`src/rtl/router_pkt_sink.sv`:
```
// router_pkt_sink: consumer for one router output port.
//   Watches valid_out, issues read_enb, and reassembles a packet made of a
//   header byte ({len[5:0], addr[1:0]}), len payload bytes and a parity byte
//   (XOR of header and payload). Reports completion, parity/address errors,
//   truncation by timeout, and keeps packet/error counters.
// Parameters: EXP_ADDR (expected address), READ_DELAY (0..28 idle cycles
//   before the first read), TIMEOUT (1..63 starved cycles before abort).
// Ports:
//   clk, resetn             clock, async active-low reset
//   valid_out, data_out     router FIFO status / read data (data one cycle
//                           after read_enb)
//   read_enb                FIFO read strobe (combinational)
//   byte_vld, byte_data     payload byte pulse
//   hdr_len, hdr_addr       header fields, held until the next header
//   pkt_done                pulse after the parity byte is captured
//   parity_err, addr_err    packet status, valid with pkt_done
//   trunc_err               pulse when a packet is aborted by timeout
//   pkt_cnt, err_cnt        completed-packet count (wraps) / error count
//                           (saturates)
// Build option: define ROUTER_SINK_ERRCNT_EN to implement err_cnt; without
//   it err_cnt is tied to zero.
module router_pkt_sink #(
  parameter logic [1:0] EXP_ADDR   = 2'd0,
  parameter int         READ_DELAY = 0,
  parameter int         TIMEOUT    = 31
) (
  input  logic       clk,
  input  logic       resetn,
  input  logic       valid_out,
  input  logic [7:0] data_out,
  output logic       read_enb,
  output logic       byte_vld,
  output logic [7:0] byte_data,
  output logic [5:0] hdr_len,
  output logic [1:0] hdr_addr,
  output logic       pkt_done,
  output logic       parity_err,
  output logic       addr_err,
  output logic       trunc_err,
  output logic [7:0] pkt_cnt,
  output logic [7:0] err_cnt
);

  typedef enum logic [1:0] {IDLE, DLY, RD, DONE} state_t;

  state_t     state;
  logic [4:0] dly_cnt;
  logic [6:0] issued, captured, limit, last_idx;
  logic [5:0] to_cnt;
  logic       rd_q;      // data_out holds a fresh byte this cycle
  logic [7:0] acc;
  logic       cap_last, to_fire;

  // Index of the parity byte; only meaningful once the header is in.
  assign last_idx = {1'b0, hdr_len} + 7'd1;
  // Until the header lands we only know the packet has at least 2 bytes,
  // which keeps a zero-length packet from over-reading.
  assign limit    = (captured == 7'd0) ? 7'd2 : last_idx + 7'd1;
  assign read_enb = (state == RD) && valid_out && (issued < limit);

  assign cap_last = (state == RD) && rd_q && (captured != 7'd0) &&
                    (captured == last_idx);
  // Completion wins over a coincident timeout.
  assign to_fire  = (state == RD) && !valid_out && !cap_last &&
                    (to_cnt == 6'(TIMEOUT - 1));

  always_ff @(posedge clk or negedge resetn) begin
    if (!resetn) begin
      state      <= IDLE;
      dly_cnt    <= '0;
      issued     <= '0;
      captured   <= '0;
      to_cnt     <= '0;
      rd_q       <= 1'b0;
      acc        <= '0;
      byte_vld   <= 1'b0;
      byte_data  <= '0;
      hdr_len    <= '0;
      hdr_addr   <= '0;
      pkt_done   <= 1'b0;
      parity_err <= 1'b0;
      addr_err   <= 1'b0;
      trunc_err  <= 1'b0;
      pkt_cnt    <= '0;
    end else begin
      byte_vld  <= 1'b0;
      pkt_done  <= 1'b0;
      trunc_err <= 1'b0;
      rd_q      <= read_enb;
      case (state)
        IDLE: begin
          issued   <= '0;
          captured <= '0;
          to_cnt   <= '0;
          if (valid_out) begin
            if (READ_DELAY == 0) begin
              state <= RD;
            end else begin
              state   <= DLY;
              dly_cnt <= 5'(READ_DELAY);
            end
          end
        end
        // Leaving on a count of 1 makes DLY last exactly READ_DELAY cycles.
        DLY: begin
          if (dly_cnt <= 5'd1) state <= RD;
          else                 dly_cnt <= dly_cnt - 5'd1;
        end
        RD: begin
          if (read_enb) issued <= issued + 7'd1;
          to_cnt <= valid_out ? 6'd0 : to_cnt + 6'd1;
          if (rd_q) begin
            captured <= captured + 7'd1;
            if (captured == 7'd0) begin
              hdr_len    <= data_out[7:2];
              hdr_addr   <= data_out[1:0];
              acc        <= data_out;
              parity_err <= 1'b0;
              addr_err   <= 1'b0;
            end else if (!cap_last) begin
              acc       <= acc ^ data_out;
              byte_vld  <= 1'b1;
              byte_data <= data_out;
            end else begin
              parity_err <= (acc != data_out);
              addr_err   <= (hdr_addr != EXP_ADDR);
              pkt_done   <= 1'b1;
              state      <= DONE;
            end
          end
          if (to_fire) begin
            trunc_err <= 1'b1;
            state     <= IDLE;
          end
        end
        DONE: begin
          pkt_cnt <= pkt_cnt + 8'd1;
          state   <= IDLE;
        end
        default: state <= IDLE;
      endcase
    end
  end

`ifdef ROUTER_SINK_ERRCNT_EN
  always_ff @(posedge clk or negedge resetn) begin
    if (!resetn)
      err_cnt <= '0;
    else if (((state == DONE) && (parity_err || addr_err)) || to_fire)
      if (err_cnt != 8'hFF) err_cnt <= err_cnt + 8'd1;
  end
`else
  assign err_cnt = 8'd0;
`endif

endmodule

```
`config.mk`:
```
export PLATFORM = sky130hd
export DESIGN_NAME = router_pkt_sink
export DESIGN_NICKNAME = d
export VERILOG_FILES = /design/src/rtl/router_pkt_sink.sv
export SDC_FILE = /design/constraint.sdc
export NUM_CORES = 1
export LEC_CHECK = 0
export ABC_AREA = 0
export ABC_CLOCK_PERIOD_IN_PS = 3210
export BUFFER_PORTS_ARGS = -buffer_cell sky130_fd_sc_hd__buf_4
export CAP_MARGIN = 15
export CORE_AREA = 5 5 109 111
export CTS_BUF_LIST = sky130_fd_sc_hd__clkbuf_8
export DETAILED_ROUTE_END_ITERATION = 7
export DIE_AREA = 0 0 114 116
export HOLD_SLACK_MARGIN = 0.12
export PLACE_DENSITY_LB_ADDON = 0.1
export SLEW_MARGIN = 20
export SYNTH_ARGS = -nofsm -noshare
export SYNTH_HDL_FRONTEND = slang
export SYNTH_SLANG_ARGS = --single-unit
```
`constraint.sdc`:
```
create_clock -name clk -period 3.21 [get_ports clk]
set_clock_uncertainty 0.05 [all_clocks]
set_input_delay 0.8025 -clock clk [delete_from_list [all_inputs] [get_ports clk]]
set_output_delay 0.8025 -clock clk [all_outputs]
set_load 0.02 [all_outputs]
```
After elaboration in Yosys (flattened, before gate mapping)

Cells that the tools add are included.
Widths: inputs -> output; s select.

Add/subtract/negate cells: 7
$lt $le $gt $ge: 2
Eq/ne operators: 14
Muxes and demuxes: 30
Bitwise gates (word level): 4
Reduce and logical (&&, ||, !) cells: 24

Operator list:

| cell                | number |
|---|---|
| $pmux 7 s2          | 2 |
| $add 7x1->7 const B | 3 |
| $mux 7              | 3 |
| $mux 8              | 2 |
| $mux 1              | 14 |
| $mux 2              | 6 |
| $pmux 6 s2          | 1 |
| $ne 3x3->1 const B  | 3 |
| $reduce_and 3->1    | 3 |
| $add 8x1->8 const B | 1 |
| $logic_and 1x1->1   | 8 |
| $ne 2x2->1 const B  | 4 |
| $ne 8x8->1          | 1 |
| $pmux 2 s4          | 1 |
| $xor 8x8->8         | 1 |
| $add 6x1->7 const B | 1 |
| $eq 7x7->1          | 1 |
| $logic_not 7->1     | 1 |
| $lt 7x7->1          | 1 |
| $reduce_bool 7->1   | 1 |
| $add 6x1->6 const B | 1 |
| $eq 6x5->1 const B  | 1 |
| $mux 6              | 1 |
| $reduce_and 2->1    | 3 |
| other kinds (11)    | 17 |

Flip-flop bits (word level): 65
Output and inout port bits: 38
Word-level logic and storage cells: 97

Depth between registers and ports, before layout

Gate-level depths: netlist (run 1).

Word-level depth: 9
Mapped depth: 14

Worst setup path after synthesis (run 1)

Ideal clock, no wire load.

Path kind: flip-flop to output port
Start point: register hdr_len[0]
End point: output port read_enb
Data arrival time: 2995 ps
Slack: -637 ps
Cell stages (with the launch flop): 13
Path buffers: 1
Cell sequence: dfrtp_1 buf_6 inv_1 ha_1 nor2_1 nand2_1 and3_2 o21ai_0 ha_1 a21o_1 a21o_1 a211o_1 a21oi_1

Longest elaborated chain between the ends: 5

Ends and longest elaborated chain:

| element                | line | RTL |
|---|---|---|
| from (decl)            | 34   | `output logic [5:0] hdr_len,` |
| from (signal assigned) | 115  | `hdr_len <= data_out[7:2];` |
| $add 6x1->7            | 55   | `assign last_idx = {1'b0, hdr_len} + 7'd1;` |
| $add 7x1->7            | 58   | `assign limit = (captured == 7'd0) ? 7'd2 : last_idx + 7'd1;` |
| $mux 7                 | 58   |  |
| $lt 7x7->1             | 59   | `assign read_enb = (state == RD) && valid_out && (issued < limit);` |
| $logic_and 1x1->1      | 59   |  |
| to (decl)              | 31   | `output logic read_enb,` |

Every way passes these cells.

Worst setup path in the final report (run 1)

Start point: register hdr_len[1]
End point: output port read_enb

The elaborated chain is that of the path after synthesis.

==> load_flow_metrics.sql, run 1 <==
INSERT INTO impl_metrics (metric_group, metric, value, unit) VALUES
('run_status', 'outcome', 'finished, violations left', ''),
('run_status', 'failed_checks', 'setup timing', ''),
('yosys', 'postSynthCellCount', '354', ''),
('placed_design', 'placer_congestion_estimate', '0.733', ''),
('layout', 'num_antenna_cells', '0', ''),
('routing', 'drt_first_iter_violations', '109', ''),
('yosys', 'ys.flop_type', 'sky130_fd_sc_hd__dfrtp_1', ''),
('yosys', 'synth.lib_cells_used.distinct', '55', ''),
('sta', 'final_min_period_over_clock_period', '114', '%'),
('routing', 'final_antenna_net_count', '0', ''),
('sta', 'setup-tns-final', '-0.439', 'ns'),
('routing', 'detail_route.drc_violations', '0', ''),
('floorplanning', 'initial_core_util', '34.6', '%'),
('grt', 'number_of_antenna_violations_at_the_first_check_in_global_routing', '0', ''),
('clock_tree', 'worst_setup_hold_path_clk_slew', '0.08', 'ns'),
('yosys', 'yosysWarningCount', '0', ''),
('worst_setup_path', 'worst-endpoint-arrival', '2.80', 'ns'),
('yosys', 'synth_enable_flop_cells', '0', ''),
('worst_setup_path', 'path_max_fanout', '4', ''),
('layout', 'final_nets', '452', ''),
('routing', 'routed_wire_length_per_instance', '14.5', 'µm'),
('sta', 'rsz0062_at_grt', 'true', ''),
('clock_tree', 'cts_inserted_buffers', '9', ''),
('routing', 'avgViaCountPerCell', '4.79', ''),
('worst_hold_path', 'hold_start', 'pkt_cnt[7]', ''),
('worst_setup_path', 'regToRegEndpoint', 'issued[5]', ''),
('worst_setup_path', 'crit_path_cell_trace', 'buf_12, ha_4, nor2_4, nand2_2, and3_4, o21ai_2, ha_1, a21o_1, a21o_1, a211o_1, a21oi_4, buf_6', ''),
('grt', 'first_global_vias', '2752', ''),
('routing', 'first_pass_iters', '4', ''),
('clock_tree', 'hold_fix_buffer_count_after_cts', '0', ''),
('clock_tree', 'clockBufferDepth', '2', ''),
('yosys', 'fraction_of_registers_with_async_set_reset', '100', '%'),
('floorplanning', 'die_w', '114', 'µm'),
('sta', 'measured_slew_at_the_worst_slew_check_pin', '0.840', 'ns'),
('clock_tree', 'cts-root-buf', 'sky130_fd_sc_hd__clkbuf_8', ''),
('placed_design', 'port_buffers', '40', ''),
('worst_hold_path', 'worst_hold_path.endpoint', 'pkt_cnt[7]', ''),
('grt', 'groute.usage.overall', '13.3', '%'),
('worst_setup_path', 'timing_worst_setup_path_type', 'flip-flop to output port', ''),
('placed_design', 'placement.setup.worst_slack', '-0.155', 'ns'),
('worst_setup_path', 'max_stage_delay', '0.45', 'ns'),
('sta', 'finalSetupViolCount', '1', ''),
('layout', 'layout.cells.most_common_list', 'sky130_fd_sc_hd__buf_4 (72), sky130_fd_sc_hd__dfrtp_1 (63), sky130_fd_sc_hd__o21ai_0 (26)', ''),
('layout', 'layout-area-overhead-vs-synth', '25.5', '%'),
('grt', 'maximum_number_of_pins_on_one_net_before_global_route_repair', '66', ''),
('worst_hold_path', 'hold-path-cell-count', '1', ''),
('yosys', 'ys_ff_latch', '65', ''),
('pwr', 'vdd.ir_drop.worst', '0.313', 'mV'),
('floorplanning', 'die_height', '116', 'µm'),
('placed_design', 'detailed_place_hpwl', '5970', 'µm'),
('sta', 'timing.final.crit_period', '3.65', 'ns'),
('worst_hold_path', 'min-delay-path-class', 'flip-flop to flip-flop', ''),
('pwr', 'leakagePower', '2.15', 'nW'),
('floorplanning', 'count_of_pins_on_the_block_boundary', '49', ''),
('layout', 'mostFrequentLayoutCell', 'sky130_fd_sc_hd__buf_4', ''),
('clock_tree', 'clkSinkCount', '65', ''),
('clock_tree', 'cts_tree', 'built', ''),
('grt', 'grt_overflow', '0', ''),
('worst_setup_path', 'start_kind', 'flip-flop', ''),
('yosys', 'seq_area_frac_synth', '43.9', '%'),
('worst_setup_path', 'r2r_setup_slack', '0.10', 'ns'),
('sta', 'postLayoutSetupSlackWorst', '-0.439', 'ns'),
('worst_setup_path', 'critical_path.slowest_cell', 'sky130_fd_sc_hd__dfrtp_2', ''),
('sta', 'slew-limit-headroom', '44.0', '%'),
('routing', 'routed_wl', '8260', 'µm'),
('pwr', 'powerDensity', '816', 'mW/mm²'),
('worst_setup_path', 'worst-r2r-cell-count', '15', ''),
('sta', 'achievable-frequency', '274', 'MHz'),
('worst_setup_path', 'cp.required', '2.36', 'ns'),
('sta', 'drv_slew', '0', ''),
('worst_setup_path', 'reg2reg_from', 'hdr_len[1]', '');
==> flip-flops by register name, summed over array words and instances, names as in the netlist, 2 cells and up <==
signal     flops
dly_cnt        5
issued         7
captured       7
byte_data      8
hdr_addr       2
to_cnt         6
pkt_cnt        8
state          2
hdr_len        6
acc            8
==> Yosys cell counts, drive strengths merged, types with 2 or more instances <==
library cell   n  area share [%]
mux2          17             5.4
a21oi         17             2.6
nand2         26             2.8
o221a          2            0.84
o2bb2ai        2            0.47
and4           2            0.51
nand3b         4            0.81
nand4b         2            0.47
xor2          12             2.8
a21o           4            0.84
nand2b         3            0.51
nand3         15             2.0
and2           3            0.51
nand4          8             1.4
a211oi         2            0.41
dfrtp         65              44
o21ai         28             3.8
a31oi          5             1.7
inv           15             1.5
nor2          21             2.1
mux2i          2            0.54
buf           18             4.1
nor4           2            0.34
or2            4            0.68
clkbuf         3            0.30
nor2b          2            0.34
xnor2         25             5.9
ha            16             5.4
a31o           8             1.9
and3           7             1.2
==> cell families after synthesis <==
family	after synthesis	share of synthesized area, %
other cells	1	0.101
fa+ha+maj	16	5.41
compound gates	76	14.6
xor+xnor	38	9.46
flops	65	43.9
buf+inv	36	5.95
mux	19	5.91
simple gates	103	14.7
==> repair_timing <==
item	in CTS	in global routing
endpoints found under the setup margin	2	4
buffers inserted	2	1
pin swaps	9	6
resized for setup	10	9
==> cell type report <==
class | instances | area, µm²
fillers | 1057 | 6050
well taps | 140 | 175
flip-flops and latches | 65 | 1630
repair buffers | 74 | 572
multi-input cells | 260 | 2000
clock buffers | 9 | 124
inverters | 15 | 56.3
clock inverters | 7 | 95.1
==> how the worst max path moves through the flow <==
stage / startpoint / to / slack (ns) / cells after the start
after detailed placement: hdr_len[0] / read_enb / -0.15 / 11
after CTS: hdr_len[1] / read_enb / -0.47 / 12
after global routing: hdr_len[0] / read_enb / -0.56 / 10
after global placement: hdr_len[0] / read_enb / -0.11 / 11
final: hdr_len[1] / read_enb / -0.44 / 12
after floorplan: captured[3] / read_enb / -0.19 / 10
==> routing by layer <==
layer / wire, µm / up-vias / GRT usage, %
met5: 0 / - / 0
met4: 102 / 0 / 5.46
met3: 267 / 10 / 3.03
met2: 3830 / 44 / 20.3
met1: 4060 / 1297 / 18.3
li1: - / 1377 / -
==> report_power, final <==
| group | switching [mW] | internal (mW) | leakage [nW] | total (mW) |
|---|---|---|---|---|
| clock network | 0.333 | 0.437 | 0.109 | 0.770 |
| registers | 0.188 | 1.00 | 0.845 | 1.19 |
| logic | 0.888 | 0.947 | 1.19 | 1.83 |
==> stage by stage <==
stage | cells | power, mW | hold WS, ns | util, %
after detailed placement | 551 | 2.90 | 0.415 | 40.4
final | 570 | 3.79 | 0.422 | 43.4
after global routing | 570 | 4.08 | 0.439 | 43.4
after global placement | 551 | 2.88 | 0.416 | 40.4
after floorplan | 361 | 2.30 | 0.392 | -
after CTS | 569 | 3.77 | 0.430 | 42.9
==> critical path: cells and delay by family, from the launching register on <==
kind	cells	cell delay (ns)
and+or+nand+nor	3	0.36
adders and majority gates	2	0.47
buffers and inverters	2	0.28
AOI/OAI and AO/OA	5	0.88
DFF	1	0.45
No activity file was read; power rests on OpenSTA's default activity.
==> run 2, diff against run 1 <==
Settings changed: CORE_AREA 5 5 109 111 to 5 5 125 98, DIE_AREA 0 0 114 116 to 0 0 130 103.
==> run 2 against run 1 <==
The flow still finishes with violations (setup timing); sequential share of layout area decreased by 0.094 points; clock power fell by 14%; core utilization decreased by 1.3 points; largest power group unchanged; highest routed layer unchanged.
==> load_flow_metrics.sql, run 2 (synthesized netlist as in run 1, its figures left out) <==
INSERT INTO impl_metrics (metric_group, metric, value, unit) VALUES
('pwr', 'powerDensity', '789', 'mW/mm²'),
('pwr', 'pwr-share-comb', '49.4', '%'),
('sta', 'drv_slew', '0', ''),
('clock_tree', 'clockBufferDepth', '2', ''),
('placed_design', 'placedInstanceArea', '0.00433', 'mm²'),
('clock_tree', 'cts_tree', 'built', ''),
('layout', 'area.sequential', '0.00163', 'mm²'),
('clock_tree', 'level_count_of_the_clock_h_tree', '3', ''),
('pwr', 'switching_power', '1.38', 'mW'),
('worst_setup_path', 'timing_worst_setup_path_type', 'flip-flop to output port', ''),
('layout', 'num_antenna_cells', '0', ''),
('clock_tree', 'clkSinkCount', '65', ''),
('run_status', 'outcome', 'finished, violations left', ''),
('sta', 'measured_slew_at_the_worst_slew_check_pin', '0.853', 'ns'),
('worst_hold_path', 'min-delay-path-class', 'flip-flop to flip-flop', ''),
('floorplanning', 'placeableCoreArea', '0.0111', 'mm²'),
('clock_tree', 'worst_setup_hold_path_clk_slew', '0.07', 'ns'),
('clock_tree', 'cts-root-buf', 'sky130_fd_sc_hd__clkbuf_8', ''),
('pwr', 'power_report.internal_total', '2.29', 'mW'),
('layout', 'mostFrequentLayoutCell', 'sky130_fd_sc_hd__buf_4', ''),
('sta', 'slew-limit-headroom', '43.1', '%'),
('floorplanning', 'initial_core_util', '33.5', '%'),
('floorplanning', 'die_height', '103', 'µm'),
('sta', 'worst_hold_slack', '0.427', 'ns'),
('layout', 'post_route_cells_drive_above_1_share', '34.3', '%'),
('layout', 'final_core_utilization', '42.1', '%'),
('worst_setup_path', 'critPathMostFrequentCell', 'sky130_fd_sc_hd__a21o_1', ''),
('layout', 'largest_registers', 'acc x8, byte_data x8, pkt_cnt x8', ''),
('layout', 'final_nets', '456', ''),
('floorplanning', 'die_w', '130', 'µm'),
('clock_tree', 'cts_inserted_buffers', '9', ''),
('routing', 'avgViaCountPerCell', '4.75', ''),
('grt', 'maximum_number_of_pins_on_one_net_before_global_route_repair', '66', ''),
('routing', 'routed_wl', '8590', 'µm'),
('run_status', 'failed_checks', 'setup timing', ''),
('worst_setup_path', 'worst-endpoint-arrival', '2.77', 'ns'),
('routing', 'final_antenna_net_count', '0', ''),
('worst_setup_path', 'cp.required', '2.36', 'ns'),
('clock_tree', 'clock_latency', '0.34', 'ns'),
('layout', 'final_cell_area', '0.00466', 'mm²'),
('routing', 'drt_first_iter_violations', '143', ''),
('sta', 'rsz0062_at_grt', 'true', ''),
('floorplanning', 'placement_rows', '34', ''),
('pwr', 'report.power.total', '3.67', 'mW'),
('grt', 'grt_pass1_wl', '14200', 'µm'),
('grt', 'first_global_vias', '2753', ''),
('pwr', 'vdd.ir_drop.worst', '0.243', 'mV'),
('grt', 'groute.usage.overall', '13.6', '%'),
('pwr', 'leakagePower', '2.16', 'nW'),
('sta', 'postLayoutSetupSlackWorst', '-0.411', 'ns'),
('pwr', 'clk_network_pwr_share', '18.0', '%'),
('sta', 'achievable-frequency', '276', 'MHz'),
('placed_design', 'placer_congestion_estimate', '0.739', ''),
('worst_setup_path', 'critical_path_end_type', 'output port', ''),
('worst_setup_path', 'max_stage_delay', '0.45', 'ns'),
('placed_design', 'port_buffers', '40', ''),
('worst_setup_path', 'start_kind', 'flip-flop', ''),
('floorplanning', 'count_of_pins_on_the_block_boundary', '49', ''),
('layout', 'multi_input_area', '0.00200', 'mm²'),
('layout', 'num-fill-cells', '1096', ''),
('placed_design', 'detailed_place_hpwl', '6010', 'µm'),
('worst_setup_path', 'crit_path_cell_trace', 'inv_2, ha_4, nor2_4, nand2_1, and3_4, o21ai_2, ha_1, a21o_1, a21o_1, a211o_1, a21oi_4, buf_6', ''),
('worst_setup_path', 'path_max_fanout', '4', ''),
('sta', 'finalSetupViolCount', '5', ''),
('routing', 'detailroute.via_count', '2734', ''),
('grt', 'grt_overflow', '0', ''),
('layout', 'layout-area-overhead-vs-synth', '25.8', '%'),
('sta', 'final-hold-violation-count', '0', ''),
('pwr', 'power.switching_fraction', '37.6', '%'),
('routing', 'routed_wire_length_per_instance', '14.9', 'µm'),
('routing', 'first_pass_iters', '4', ''),
('routing', 'detail_route.drc_violations', '0', ''),
('clock_tree', 'hold_fix_buffer_count_after_cts', '0', ''),
('floorplanning', 'die-area', '0.0134', 'mm²'),
('pwr', 'sequentialPowerShare', '32.5', '%'),
('sta', 'final_min_period_over_clock_period', '113', '%'),
('worst_setup_path', 'critical_path.slowest_cell', 'sky130_fd_sc_hd__dfrtp_2', ''),
('sta', 'timing.final.crit_period', '3.62', 'ns'),
('grt', 'number_of_antenna_violations_at_the_first_check_in_global_routing', '0', ''),
('layout', 'layout.cells.most_common_list', 'sky130_fd_sc_hd__buf_4 (70), sky130_fd_sc_hd__dfrtp_1 (63), sky130_fd_sc_hd__o21ai_0 (25)', ''),
('job', 'cap_violations', '0', '');
==> run 2: area by class of cell <==
| class | count | share of cell area, % |
|---|---|---|
| Clock buffer | 10 | 2.95 |
| Multi-Input combinational cell | 260 | 43.0 |
| Timing Repair Buffer | 78 | 13.2 |
| Inverter | 15 | 1.21 |
| Clock inverter | 3 | 0.806 |
| Sequential cell | 65 | 35.0 |
| Tap cell | 144 | 3.87 |
==> run 2: metal layers <==
layer,GRT usage [%],routed length [µm],up-vias
li1,-,-,1380
met1,19.2,4290,1303
met2,20.3,3780,47
met3,4.76,475,4
met4,2.88,51,0
met5,0,0,-
==> run 2: critical path, delay by kind of cell (launching register included) <==
kind,cells,cell delay (ns)
AOI/OAI and AO/OA,5,0.92
adders and majority gates,2,0.46
buffers and inverters,2,0.23
DFF,1,0.45
and+or+nand+nor,3,0.37
==> run 2: stage by stage <==
step           std cells  worst slack, ns  TNS, ns
2_1_floorplan        361           -0.189   -0.189
3_3_place_gp         558           -0.131   -0.161
3_5_place_dp         558           -0.170   -0.251
4_1_cts              573           -0.462   -0.462
5_1_grt              575           -0.575    -1.89
6_report             575           -0.411    -1.05
==> run 2: repair_timing <==
item / in CTS / in global routing
resized for setup: 13 / 15
setup buffers: 2 / 4
setup endpoints to repair: 2 / 4
pin swaps: 8 / 10
==> run 2: power groups by stage <==
stage	clock, mW	combinational, mW	sequential (mW)
after floorplan	0	1.02	1.28
after global placement	0	1.70	1.19
after detailed placement	0	1.70	1.20
after CTS	0.697	1.79	1.19
after global routing	0.729	2.03	1.23
final	0.663	1.82	1.20
==> run 2: final timing paths <==
check                      depth (start not counted)  startpoint  slack, ns         end
max                                               12  hdr_len[0]      -0.41    read_enb
min                                                1  pkt_cnt[7]       0.43  pkt_cnt[7]
max reg2reg                                       19  hdr_len[0]      -0.24   issued[5]
min reg2reg                                        1  pkt_cnt[7]       0.43  pkt_cnt[7]
max in group asynchronous                          1      resetn       1.98  hdr_len[1]
min in group asynchronous                          1      resetn       0.51   trunc_err
==> run 3, diff against run 2 <==
Settings changed: ABC_CLOCK_PERIOD_IN_PS 3210 to 3060, CTS_BUF_LIST sky130_fd_sc_hd__clkbuf_8 to sky130_fd_sc_hd__clkbuf_4 sky130_fd_sc_hd__clkbuf_8.
Clock period 3.21 ns to 3.06 ns, I/O delays scaled along.
==> run 3 against run 2 <==
The flow still finishes with violations (setup timing); sequential share of layout area decreased by 0.61 points; first-iteration DRC count increased by 13%; routed wire length rose by 0.58%; core utilization up 0.75 points; final area up 1.8%; highest routed layer unchanged.
==> load_flow_metrics.sql, run 3 (synthesized netlist as in run 1, its figures left out) <==
INSERT INTO impl_metrics (metric_group, metric, value, unit) VALUES
('layout', 'post_route_cells_drive_above_1_share', '36.4', '%'),
('grt', 'first_global_vias', '2785', ''),
('worst_setup_path', 'critical_path_end_type', 'output port', ''),
('grt', 'maximum_number_of_pins_on_one_net_before_global_route_repair', '51', ''),
('run_status', 'outcome', 'finished, violations left', ''),
('layout', 'mostFrequentLayoutCell', 'sky130_fd_sc_hd__buf_4', ''),
('placed_design', 'port_buffers', '40', ''),
('pwr', 'powerDensity', '866', 'mW/mm²'),
('clock_tree', 'cts_tree', 'built', ''),
('clock_tree', 'clock_latency', '0.34', 'ns'),
('layout', 'largest_registers', 'acc x8, byte_data x8, pkt_cnt x8', ''),
('layout', 'final_nets', '464', ''),
('worst_setup_path', 'reg2reg_from', 'captured[2]', ''),
('sta', 'final_min_period_over_clock_period', '119', '%'),
('routing', 'first_pass_iters', '4', ''),
('layout', 'final_core_utilization', '42.9', '%'),
('worst_setup_path', 'cp.buffers_inverters', '1', ''),
('worst_setup_path', 'regToRegEndpoint', 'issued[5]', ''),
('floorplanning', 'die_height', '103', 'µm'),
('sta', 'postLayoutSetupSlackWorst', '-0.596', 'ns'),
('sta', 'measured_slew_at_the_worst_slew_check_pin', '0.740', 'ns'),
('sta', 'drv_slew', '0', ''),
('grt', 'grt_overflow', '0', ''),
('worst_setup_path', 'worst-r2r-cell-count', '14', ''),
('job', 'cap_violations', '0', ''),
('worst_setup_path', 'crit_path_cell_trace', 'or4_4, or2_4, o21ai_2, ha_1, a21o_1, a21o_1, a211o_1, a21oi_4, buf_6', ''),
('sta', 'final-hold-violation-count', '0', ''),
('pwr', 'leakagePower', '2.19', 'nW'),
('sta', 'finalSetupViolCount', '5', ''),
('grt', 'grt_pass1_wl', '14500', 'µm'),
('clock_tree', 'clkSinkCount', '65', ''),
('layout', 'num_antenna_cells', '0', ''),
('sta', 'timing.final.crit_period', '3.66', 'ns'),
('routing', 'routed_wire_length_per_instance', '14.7', 'µm'),
('routing', 'routed_wl', '8640', 'µm'),
('clock_tree', 'cts_inserted_buffers', '9', ''),
('floorplanning', 'placeableCoreArea', '0.0111', 'mm²'),
('layout', 'multi_input_area', '0.00199', 'mm²'),
('grt', 'groute.usage.overall', '13.8', '%'),
('routing', 'detail_route.drc_violations', '0', ''),
('sta', 'rsz0062_at_grt', 'true', ''),
('layout', 'num-fill-cells', '1081', ''),
('pwr', 'report.power.total', '4.10', 'mW'),
('run_status', 'failed_checks', 'setup timing', ''),
('worst_setup_path', 'cp.required', '2.24', 'ns'),
('floorplanning', 'die_w', '130', 'µm'),
('worst_setup_path', 'path_max_fanout', '3', ''),
('sta', 'achievable-frequency', '274', 'MHz'),
('routing', 'final_antenna_net_count', '0', ''),
('placed_design', 'placer_congestion_estimate', '0.757', ''),
('clock_tree', 'clockBufferDepth', '2', ''),
('layout', 'layout.cells.most_common_list', 'sky130_fd_sc_hd__buf_4 (83), sky130_fd_sc_hd__dfrtp_1 (63), sky130_fd_sc_hd__o21ai_0 (25)', ''),
('grt', 'number_of_antenna_violations_at_the_first_check_in_global_routing', '0', ''),
('worst_setup_path', 'r2r_setup_slack', '-0.28', 'ns'),
('worst_hold_path', 'min-delay-path-class', 'input port to asynchronous set/reset pin', ''),
('floorplanning', 'count_of_pins_on_the_block_boundary', '49', ''),
('worst_setup_path', 'max_stage_delay', '0.55', 'ns'),
('worst_setup_path', 'critPathMostFrequentCell', 'sky130_fd_sc_hd__a21o_1', ''),
('routing', 'detailroute.via_count', '2814', ''),
('clock_tree', 'cts-root-buf', 'sky130_fd_sc_hd__clkbuf_8', ''),
('floorplanning', 'placement_rows', '34', ''),
('worst_setup_path', 'worst-endpoint-arrival', '2.84', 'ns'),
('layout', 'area.sequential', '0.00163', 'mm²'),
('sta', 'slew-limit-headroom', '50.6', '%'),
('worst_setup_path', 'timing_worst_setup_path_type', 'flip-flop to output port', ''),
('floorplanning', 'die-area', '0.0134', 'mm²'),
('floorplanning', 'initial_core_util', '33.5', '%'),
('routing', 'avgViaCountPerCell', '4.80', ''),
('worst_setup_path', 'critical-path-top-delay-family', 'compound AO/OA/AOI/OAI gates', ''),
('placed_design', 'detailed_place_hpwl', '6320', 'µm'),
('clock_tree', 'worst_setup_hold_path_clk_slew', '0.07', 'ns'),
('routing', 'drt_first_iter_violations', '161', ''),
('layout', 'layout-area-overhead-vs-synth', '28.0', '%'),
('worst_setup_path', 'start_kind', 'flip-flop', ''),
('pwr', 'vdd.ir_drop.worst', '0.229', 'mV'),
('clock_tree', 'level_count_of_the_clock_h_tree', '3', ''),
('worst_setup_path', 'critical_path.slowest_cell', 'sky130_fd_sc_hd__or4_4', '');
==> run 3: cell types whose count changed in the layout (fill, tap and decap cells not counted), sizes merged <==
cell	before	now
clkinvlp	0	1
clkbuf	10	13
clkinv	0	1
buf	78	86
inv	17	15
==> run 3: per-layer routing <==
metal | vias up | GRT usage [%] | wire length, µm
met2 | 55 | 20.2 | 3790
met5 | - | 0 | 0
met4 | 0 | 2.88 | 23
met1 | 1359 | 19.9 | 4380
li1 | 1398 | - | -
met3 | 2 | 4.82 | 453
==> run 3: timing repair <==
action | in CTS | in global routing
hold buffers | 0 | 0
resized for setup | 14 | 7
buffers inserted | 6 | 1
cloned | 0 | 0
pin swaps | 10 | 6
setup endpoints to repair | 4 | 5
==> run 3: per-stage QoR <==
stage | TNS, ns | cells | setup WS, ns | area [µm²] | hold slack (ns)
detailed placement | -0.647 | 564 | -0.287 | 4380 | 0.425
finish | -1.36 | 586 | -0.596 | 4740 | 0.395
floorplan | -0.353 | 361 | -0.302 | 3760 | 0.392
CTS | -1.07 | 585 | -0.620 | 4710 | 0.416
global placement | -0.677 | 564 | -0.267 | 4380 | 0.417
global route | -1.96 | 586 | -0.692 | 4740 | 0.442
==> run 3: how the worst max path moves through the flow <==
| stage | from | endpoint | slack (ns) | cells past startpoint |
|---|---|---|---|---|
| detailed placement | hdr_len[0] | read_enb | -0.29 | 11 |
| CTS | captured[2] | read_enb | -0.62 | 9 |
| global route | captured[2] | read_enb | -0.69 | 9 |
| finish | captured[2] | read_enb | -0.60 | 9 |
| global placement | hdr_len[0] | read_enb | -0.27 | 11 |
| floorplan | captured[3] | read_enb | -0.30 | 10 |
==> run 3: cell type report <==
| cell class | count | area share [%] |
|---|---|---|
| inverter | 15 | 1.19 |
| clock buffer | 13 | 3.77 |
| multi-input combinational | 260 | 42.1 |
| clock inverter | 3 | 0.976 |
| tap | 144 | 3.80 |
| timing repair buffer | 86 | 13.9 |
| sequential | 65 | 34.4 |
==> run 3: power breakdown <==
part	switching, mW	total [mW]	internal (mW)
Clock	0.340	0.807	0.467
Sequential	0.184	1.23	1.05
Combinational	0.985	2.06	1.08
